===== src/rtl/cnn_pkg.sv =====
// Shared constants and types for the convolution window buffer.
package cnn_pkg;

    localparam int DATA_W  = 16;
    localparam int IMG_MAX = 32;
    localparam int K_MAX   = 5;
    localparam int WIN_N   = K_MAX * K_MAX;
    localparam int DIM_W   = 6;
    localparam int PTR_W   = $clog2(IMG_MAX);

    typedef logic signed [DATA_W-1:0] pixel_t;
    typedef pixel_t window_t [0:WIN_N-1];

    typedef enum logic [1:0] {IDLE, RUN, DRAIN, DONE} wbuf_state_t;

    // Only 3 is honoured as a small kernel; anything else runs as 5x5.
    function automatic logic [2:0] eff_k(input logic [2:0] fs);
        return (fs == 3'd3) ? 3'd3 : 3'd5;
    endfunction

endpackage


===== src/rtl/line_delay.sv =====
// One row-delay line: circular RAM whose output is the pixel shifted in dim_i shifts ago.
module line_delay
    import cnn_pkg::*;
(
    input  logic             clk,
    input  logic             rst_n,
    input  logic             clr_i,
    input  logic             en_i,
    input  logic [DIM_W-1:0] dim_i,
    input  pixel_t           din_i,
    output pixel_t           dout_o
);

    pixel_t            mem_q [0:IMG_MAX-1];
    logic [PTR_W-1:0]  ptr_q;
    logic [PTR_W-1:0]  ptr_d;

    // Read-before-write: the slot about to be overwritten is the oldest entry.
    assign dout_o = mem_q[ptr_q];

    always_comb begin
        ptr_d = ptr_q;
        if (en_i) begin
            if ({1'b0, ptr_q} == dim_i - 6'd1) ptr_d = '0;
            else                               ptr_d = ptr_q + 1'b1;
        end
    end

    always_ff @(posedge clk) begin
        if (en_i) mem_q[ptr_q] <= din_i;
    end

    always_ff @(posedge clk or negedge rst_n) begin
        if (!rst_n)     ptr_q <= '0;
        else if (clr_i) ptr_q <= '0;
        else            ptr_q <= ptr_d;
    end

endmodule


===== src/rtl/conv_window_buffer.sv =====
// Raster-order line buffer emitting every KxK (K=3/5) window of a square feature map.
// Build option STRIDE2_EN adds a stride2 input that keeps only even-offset windows.
//
// state | meaning
// IDLE  | waiting for start
// RUN   | accepting pixels, emitting windows
// DRAIN | all pixels in, waiting for last window to be taken
// DONE  | one-cycle done pulse
module conv_window_buffer
    import cnn_pkg::*;
(
    input  logic                     clk,
    input  logic                     rst_n,
    input  logic                     start,
    input  logic [DIM_W-1:0]         img_dim,
    input  logic [2:0]               filter_size,
`ifdef STRIDE2_EN
    input  logic                     stride2,
`endif
    input  logic                     pix_valid,
    input  logic signed [DATA_W-1:0] pix_data,
    output logic                     pix_ready,
    output logic                     win_valid,
    input  logic                     win_ready,
    output pixel_t                   window [0:WIN_N-1],
    output logic                     busy,
    output logic                     done
);

    wbuf_state_t       state_q;
    logic              busy_q;
    logic              done_q;
    logic              win_valid_q;
    logic [DIM_W-1:0]  dim_q;
    logic [DIM_W-1:0]  row_q;
    logic [DIM_W-1:0]  col_q;
    logic              k5_q;
`ifdef STRIDE2_EN
    logic              s2_q;
`endif

    pixel_t sr_q     [0:K_MAX-1][0:K_MAX-1];
    pixel_t col_in   [0:K_MAX-1];
    pixel_t line_out [0:K_MAX-2];

    logic [2:0]       k_start;
    logic             start_ok;
    logic             accept;
    logic             last_pix;
    logic             stride_ok;
    logic             produce;
    logic [DIM_W-1:0] kmin1;

    assign k_start   = eff_k(filter_size);
    // Dimensions above IMG_MAX would overrun the line RAMs, so those starts are dropped too.
    assign start_ok  = start && (state_q == IDLE) && ({3'd0, k_start} <= img_dim)
                       && (img_dim <= DIM_W'(IMG_MAX));
    assign pix_ready = (state_q == RUN) && (!win_valid_q || win_ready);
    assign accept    = pix_valid && pix_ready;
    assign last_pix  = (row_q == dim_q - 6'd1) && (col_q == dim_q - 6'd1);
    assign kmin1     = k5_q ? 6'd4 : 6'd2;

`ifdef STRIDE2_EN
    // K-1 is even for both kernels, so an even offset means an even row/col.
    assign stride_ok = !s2_q || (!row_q[0] && !col_q[0]);
`else
    assign stride_ok = 1'b1;
`endif
    assign produce   = (row_q >= kmin1) && (col_q >= kmin1) && stride_ok;

    assign win_valid = win_valid_q;
    assign busy      = busy_q;
    assign done      = done_q;

    for (genvar i = 0; i < K_MAX - 1; i++) begin : g_line
        pixel_t din;
        if (i == 0) begin : g_first
            assign din = pix_data;
        end else begin : g_chain
            assign din = line_out[i-1];
        end
        line_delay u_line (
            .clk    (clk),
            .rst_n  (rst_n),
            .clr_i  (start_ok),
            .en_i   (accept),
            .dim_i  (dim_q),
            .din_i  (din),
            .dout_o (line_out[i])
        );
    end

    // Bottom row is the live pixel, oldest line on top; a 3x3 uses the lower-right corner.
    always_comb begin
        col_in[K_MAX-1] = pix_data;
        for (int j = 0; j < K_MAX - 1; j++) col_in[j] = line_out[K_MAX-2-j];
    end

    always_comb begin
        for (int i = 0; i < WIN_N; i++) window[i] = '0;
        if (k5_q) begin
            for (int r = 0; r < K_MAX; r++)
                for (int c = 0; c < K_MAX; c++)
                    window[r*K_MAX+c] = sr_q[r][c];
        end else begin
            for (int r = 0; r < 3; r++)
                for (int c = 0; c < 3; c++)
                    window[r*3+c] = sr_q[r+K_MAX-3][c+K_MAX-3];
        end
    end

    always_ff @(posedge clk or negedge rst_n) begin
        if (!rst_n) begin
            state_q <= IDLE;
            busy_q  <= 1'b0;
            done_q  <= 1'b0;
        end else begin
            done_q <= 1'b0;
            case (state_q)
                IDLE: begin
                    if (start_ok) begin
                        state_q <= RUN;
                        busy_q  <= 1'b1;
                    end
                end
                RUN: begin
                    if (accept && last_pix) state_q <= DRAIN;
                end
                DRAIN: begin
                    if (!win_valid_q || win_ready) begin
                        state_q <= DONE;
                        done_q  <= 1'b1;
                    end
                end
                DONE: begin
                    state_q <= IDLE;
                    busy_q  <= 1'b0;
                end
                default: state_q <= IDLE;
            endcase
        end
    end

    always_ff @(posedge clk or negedge rst_n) begin
        if (!rst_n) begin
            row_q       <= '0;
            col_q       <= '0;
            dim_q       <= '0;
            k5_q        <= 1'b0;
            win_valid_q <= 1'b0;
`ifdef STRIDE2_EN
            s2_q        <= 1'b0;
`endif
            for (int r = 0; r < K_MAX; r++)
                for (int c = 0; c < K_MAX; c++)
                    sr_q[r][c] <= '0;
        end else if (start_ok) begin
            row_q       <= '0;
            col_q       <= '0;
            dim_q       <= img_dim;
            k5_q        <= (k_start == 3'd5);
            win_valid_q <= 1'b0;
`ifdef STRIDE2_EN
            s2_q        <= stride2;
`endif
        end else if (accept) begin
            if (col_q == dim_q - 6'd1) begin
                col_q <= '0;
                row_q <= row_q + 6'd1;
            end else begin
                col_q <= col_q + 6'd1;
            end
            win_valid_q <= produce;
            for (int r = 0; r < K_MAX; r++) begin
                for (int c = 0; c < K_MAX - 1; c++) sr_q[r][c] <= sr_q[r][c+1];
                sr_q[r][K_MAX-1] <= col_in[r];
            end
        end else if (win_ready) begin
            win_valid_q <= 1'b0;
        end
    end

endmodule


===== config.mk =====
export PLATFORM = sky130hd
export DESIGN_NAME = conv_window_buffer
export DESIGN_NICKNAME = d
export VERILOG_FILES = /design/src/rtl/cnn_pkg.sv /design/src/rtl/line_delay.sv /design/src/rtl/conv_window_buffer.sv
export SDC_FILE = /design/constraint.sdc
export NUM_CORES = 2
export LEC_CHECK = 0
export BUFFER_PORTS_ARGS = -buffer_cell sky130_fd_sc_hd__buf_2
export CELL_PAD_IN_SITES_DETAIL_PLACEMENT = 1
export CELL_PAD_IN_SITES_GLOBAL_PLACEMENT = 2
export CORE_MARGIN = 1
export CORE_UTILIZATION = 34
export CTS_BUF_LIST = sky130_fd_sc_hd__clkbuf_4 sky130_fd_sc_hd__clkbuf_8
export DETAILED_ROUTE_END_ITERATION = 16
export PLACE_DENSITY = 0.7
export SYNTH_ARGS = -nofsm -noshare
export SYNTH_HDL_FRONTEND = slang
export SYNTH_HIERARCHICAL = 1
export SYNTH_SLANG_ARGS = --single-unit

===== constraint.sdc =====
create_clock -name clk -period 4 [get_ports clk]
set_clock_uncertainty 0.15 [all_clocks]
set_input_delay 1 -clock clk [delete_from_list [all_inputs] [get_ports clk]]
set_output_delay 1 -clock clk [all_outputs]
set_load 0.01 [all_outputs]

==> reports/metrics.yaml <==
synthesis:
  synth_top_area_cell: "edfxtp_1"
  syn_nets: 5063
  yosysWarnings: 6
  synth_ff_type: "edfxtp_1"
  yosysSeqAreaShare_pct: 73.4
  syn_inst: 4999
  synth_area_sq_mm: 0.0989
  synth_edf_count: 2048
  synth_area_leaders: "edfxtp_1 (62%), mux4_2 (12%), dfrtp_1 (11%), mux2_1 (4.6%), a22oi_1 (1.9%)"
  async_reset_ff_share_pct: 17.8
  synth.most_common_cell: "edfxtp_1"
  synth.distinct_cells: 54
  yosysTopAreaCellShare_pct: 62.2
  avgSynthCellArea_sq_um: 19.8
  synth_commonest_cells: "edfxtp_1 (2048), mux4_2 (512), dfrtp_1 (444), mux2_1 (401), and2_1 (269)"
  ys_seq_elements: 2492
timing:
  hold_violations: 0
  max-slew-margin-rel_pct: 18.0
  min_period_ps: 3890
  final_max_slew_viol_count: 0
  rsz0062_at_grt: "false"
  fin_tns_setup_ps: 0
  fmax_mhz: 257
  worstMarginPinSlew_ps: 1230
  period_share_pct: 97.2
  timing.hold.ws_ps: 126
  finalSetupViolCount: 0
final_layout:
  drive_gt1_share_pct: 34.4
  layout.nets: 5958
  syn_to_final_growth_pct: 17.6
  fin_cells: 10100
routing:
  num_vias: 52600
  routed_wl_um: 285000
  wl_per_cell_um: 28.2
  drt_iter0_markers: 4513
  avgViaCountPerCell: 5.20
  first_pass_iters: 5
  ant_nets: 0
  drc: 0
clocking:
  cts_htree_levels: 5
  cts_buffers: 396
  cts.sinks: 2492
  cts.clk_slew.worst_paths_ps: 60
  cts_resized: 0
  cts_tree: "yes"
  clock_latency_ps: 1000
  root_buffer: "clkbuf_8"
  clockBufferDepth: 4
power:
  p_leak_nw: 40.0
  switching_share_pct: 35.4
  combPwrFrac_pct: 31.8
  cellPowerDensity_mw_per_mm2: 805
  power_switching_w: 0.0331
  clock_power_share_pct: 23.8
  intPower_w: 0.0605
  p_seq_share_pct: 44.4
  irDropWorstVdd_mv: 0.590
grt:
  grt_util_all_layers_pct: 19.3
  grt_antenna_before_repair: 17
  grt_max_degree: 127
  grt_pass1_wl_um: 410000
  grt_pass1_vias: 56100
  overflow: 0
flow_run:
  maxCapViolations: 0
floorplanning:
  die_x_um: 541
  io_pins: 434
  design.core.area_sq_mm: 0.289
  die_area_sq_mm: 0.293
  fp-row-count: 197
  dieHeight_um: 541
  start_util_pct: 34.3
setup_path:
  critPathKind: "flop to primary output"
  path_max_fanout: 126
  start_kind: "flop"
  crit_path_end_kind: "primary output"
  crit_arrival_ps: 2740
  critical_path_required_ps: 2850
hold_path:
  min_path_type: "primary input to flop"
placed_design:
  gp_congestion: 0.823
  dp_cells: 9372
  dpl.hpwl_um: 189000
  io_buffers: 433
status:
  outcome: "finished, final reports clean"
cell families (layout without fill, tap and decap cells):
logic type | Yosys count | in the layout | share of synthesized area, %
AO/OA/AOI/OAI | 352 | 352 | 2.57
XOR/XNOR | 40 | 40 | 0.354
adder cells (fa/ha/maj) | 34 | 34 | 0.430
buffers and inverters | 326 | 1541 | 1.45
flip-flops | 2492 | 2492 | 73.4
multiplexers | 1059 | 1059 | 17.9
other | 0 | 11 | 0
AND/OR/NAND/NOR | 696 | 696 | 3.94
path summary, 6_finish.rpt:
kind	slack (ps)	depth (start not counted)	from	end
max	110	4	k5_q	window[369]
min	130	3	img_dim[1]	dim_q[1]
max reg2reg	560	5	g_line[1].u_line/ptr_q[0]	g_line[2].u_line/mem_q[14][7]
min reg2reg	330	1	sr_q[152]	sr_q[152]
max in group asynchronous	2190	3	rst_n	k5_q
min in group asynchronous	390	2	rst_n	sr_q[88]
sequential cells by signal (all words and copies together), names as in the netlist:
| signal | cells |
|---|---|
| state_q | 2 |
| sr_q | 400 |
| col_q | 6 |
| dim_q | 6 |
| k5_q | 1 |
| row_q | 6 |
| busy | 1 |
| g_line.u_line/mem_q | 2048 |
| win_valid | 1 |
| done | 1 |
| g_line.u_line/ptr_q | 20 |
through the flow:
step / utilization (%) / instance area, sq um / worst slack, ps / power, W
after detailed placement: 37.5 / 108000 / 284 / 0.0723
after global routing: 40.3 / 116000 / 32.8 / 0.0974
final: 40.3 / 116000 / 110 / 0.0936
after CTS: 40.3 / 116000 / 51.4 / 0.0948
after floorplan: - / 98900 / 599 / 0.0559
after global placement: 37.5 / 108000 / 272 / 0.0712
metal layers:
layer,vias to the layer above,part of all wire (%),track usage (%)
met2,1756,51,33.1
met1,28300,40,24.4
met3,442,6.1,3.42
li1,22000,-,-
met5,-,0,0
met4,0,3.4,6.62
cells in the final DEF, fill, tap and decap left out, types with 15 or more instances in the layout:
cell type	n
clkbuf_8	434
a22oi_1	256
clkinv_1	72
nand3_1	22
inv_1	30
buf_12	66
buf_2	432
o21ai_0	15
nor2_1	150
clkinv_2	44
buf_4	290
mux2_2	144
dfrtp_1	435
clkbuf_4	136
a21oi_1	28
nand2b_1	25
xor2_1	18
mux4_2	512
and2_1	269
ha_1	34
nand3b_1	15
nand2_1	63
nand4_1	65
xnor2_1	22
edfxtp_1	2048
mux2_1	401
cell type report:
cell class	count	area, sq um
Timing Repair Buffer	790	5690
Sequential cell	2492	72600
Fill cell	28200	172000
Multi-Input combinational cell	2181	25000
Tap cell	3880	4850
Clock inverter	148	1090
Inverter	33	124
Clock buffer	570	6990
Antenna cell	11	27.5
worst max-delay path, cell delays in order, from the launching register on:
cell     delay [ps]
dfrtp_4         540
buf_12          160
buf_12          340
mux2_2          450
buf_2           160
repair_timing:
item	in CTS	in global routing
setup buffers	3	0
endpoints found under the hold margin	45	0
hold buffers	1	0
endpoints found under the setup margin	54	0
power groups by stage:
stage                     clock network [W]  logic [W]  registers (W)
final                                0.0223     0.0298         0.0416
after global routing                 0.0238     0.0317         0.0419
after CTS                            0.0228     0.0303         0.0417
after detailed placement                  0     0.0301         0.0422
after global placement                    0     0.0292         0.0420
after floorplan                           0     0.0164         0.0395
Power figures use the tool's default switching activity.
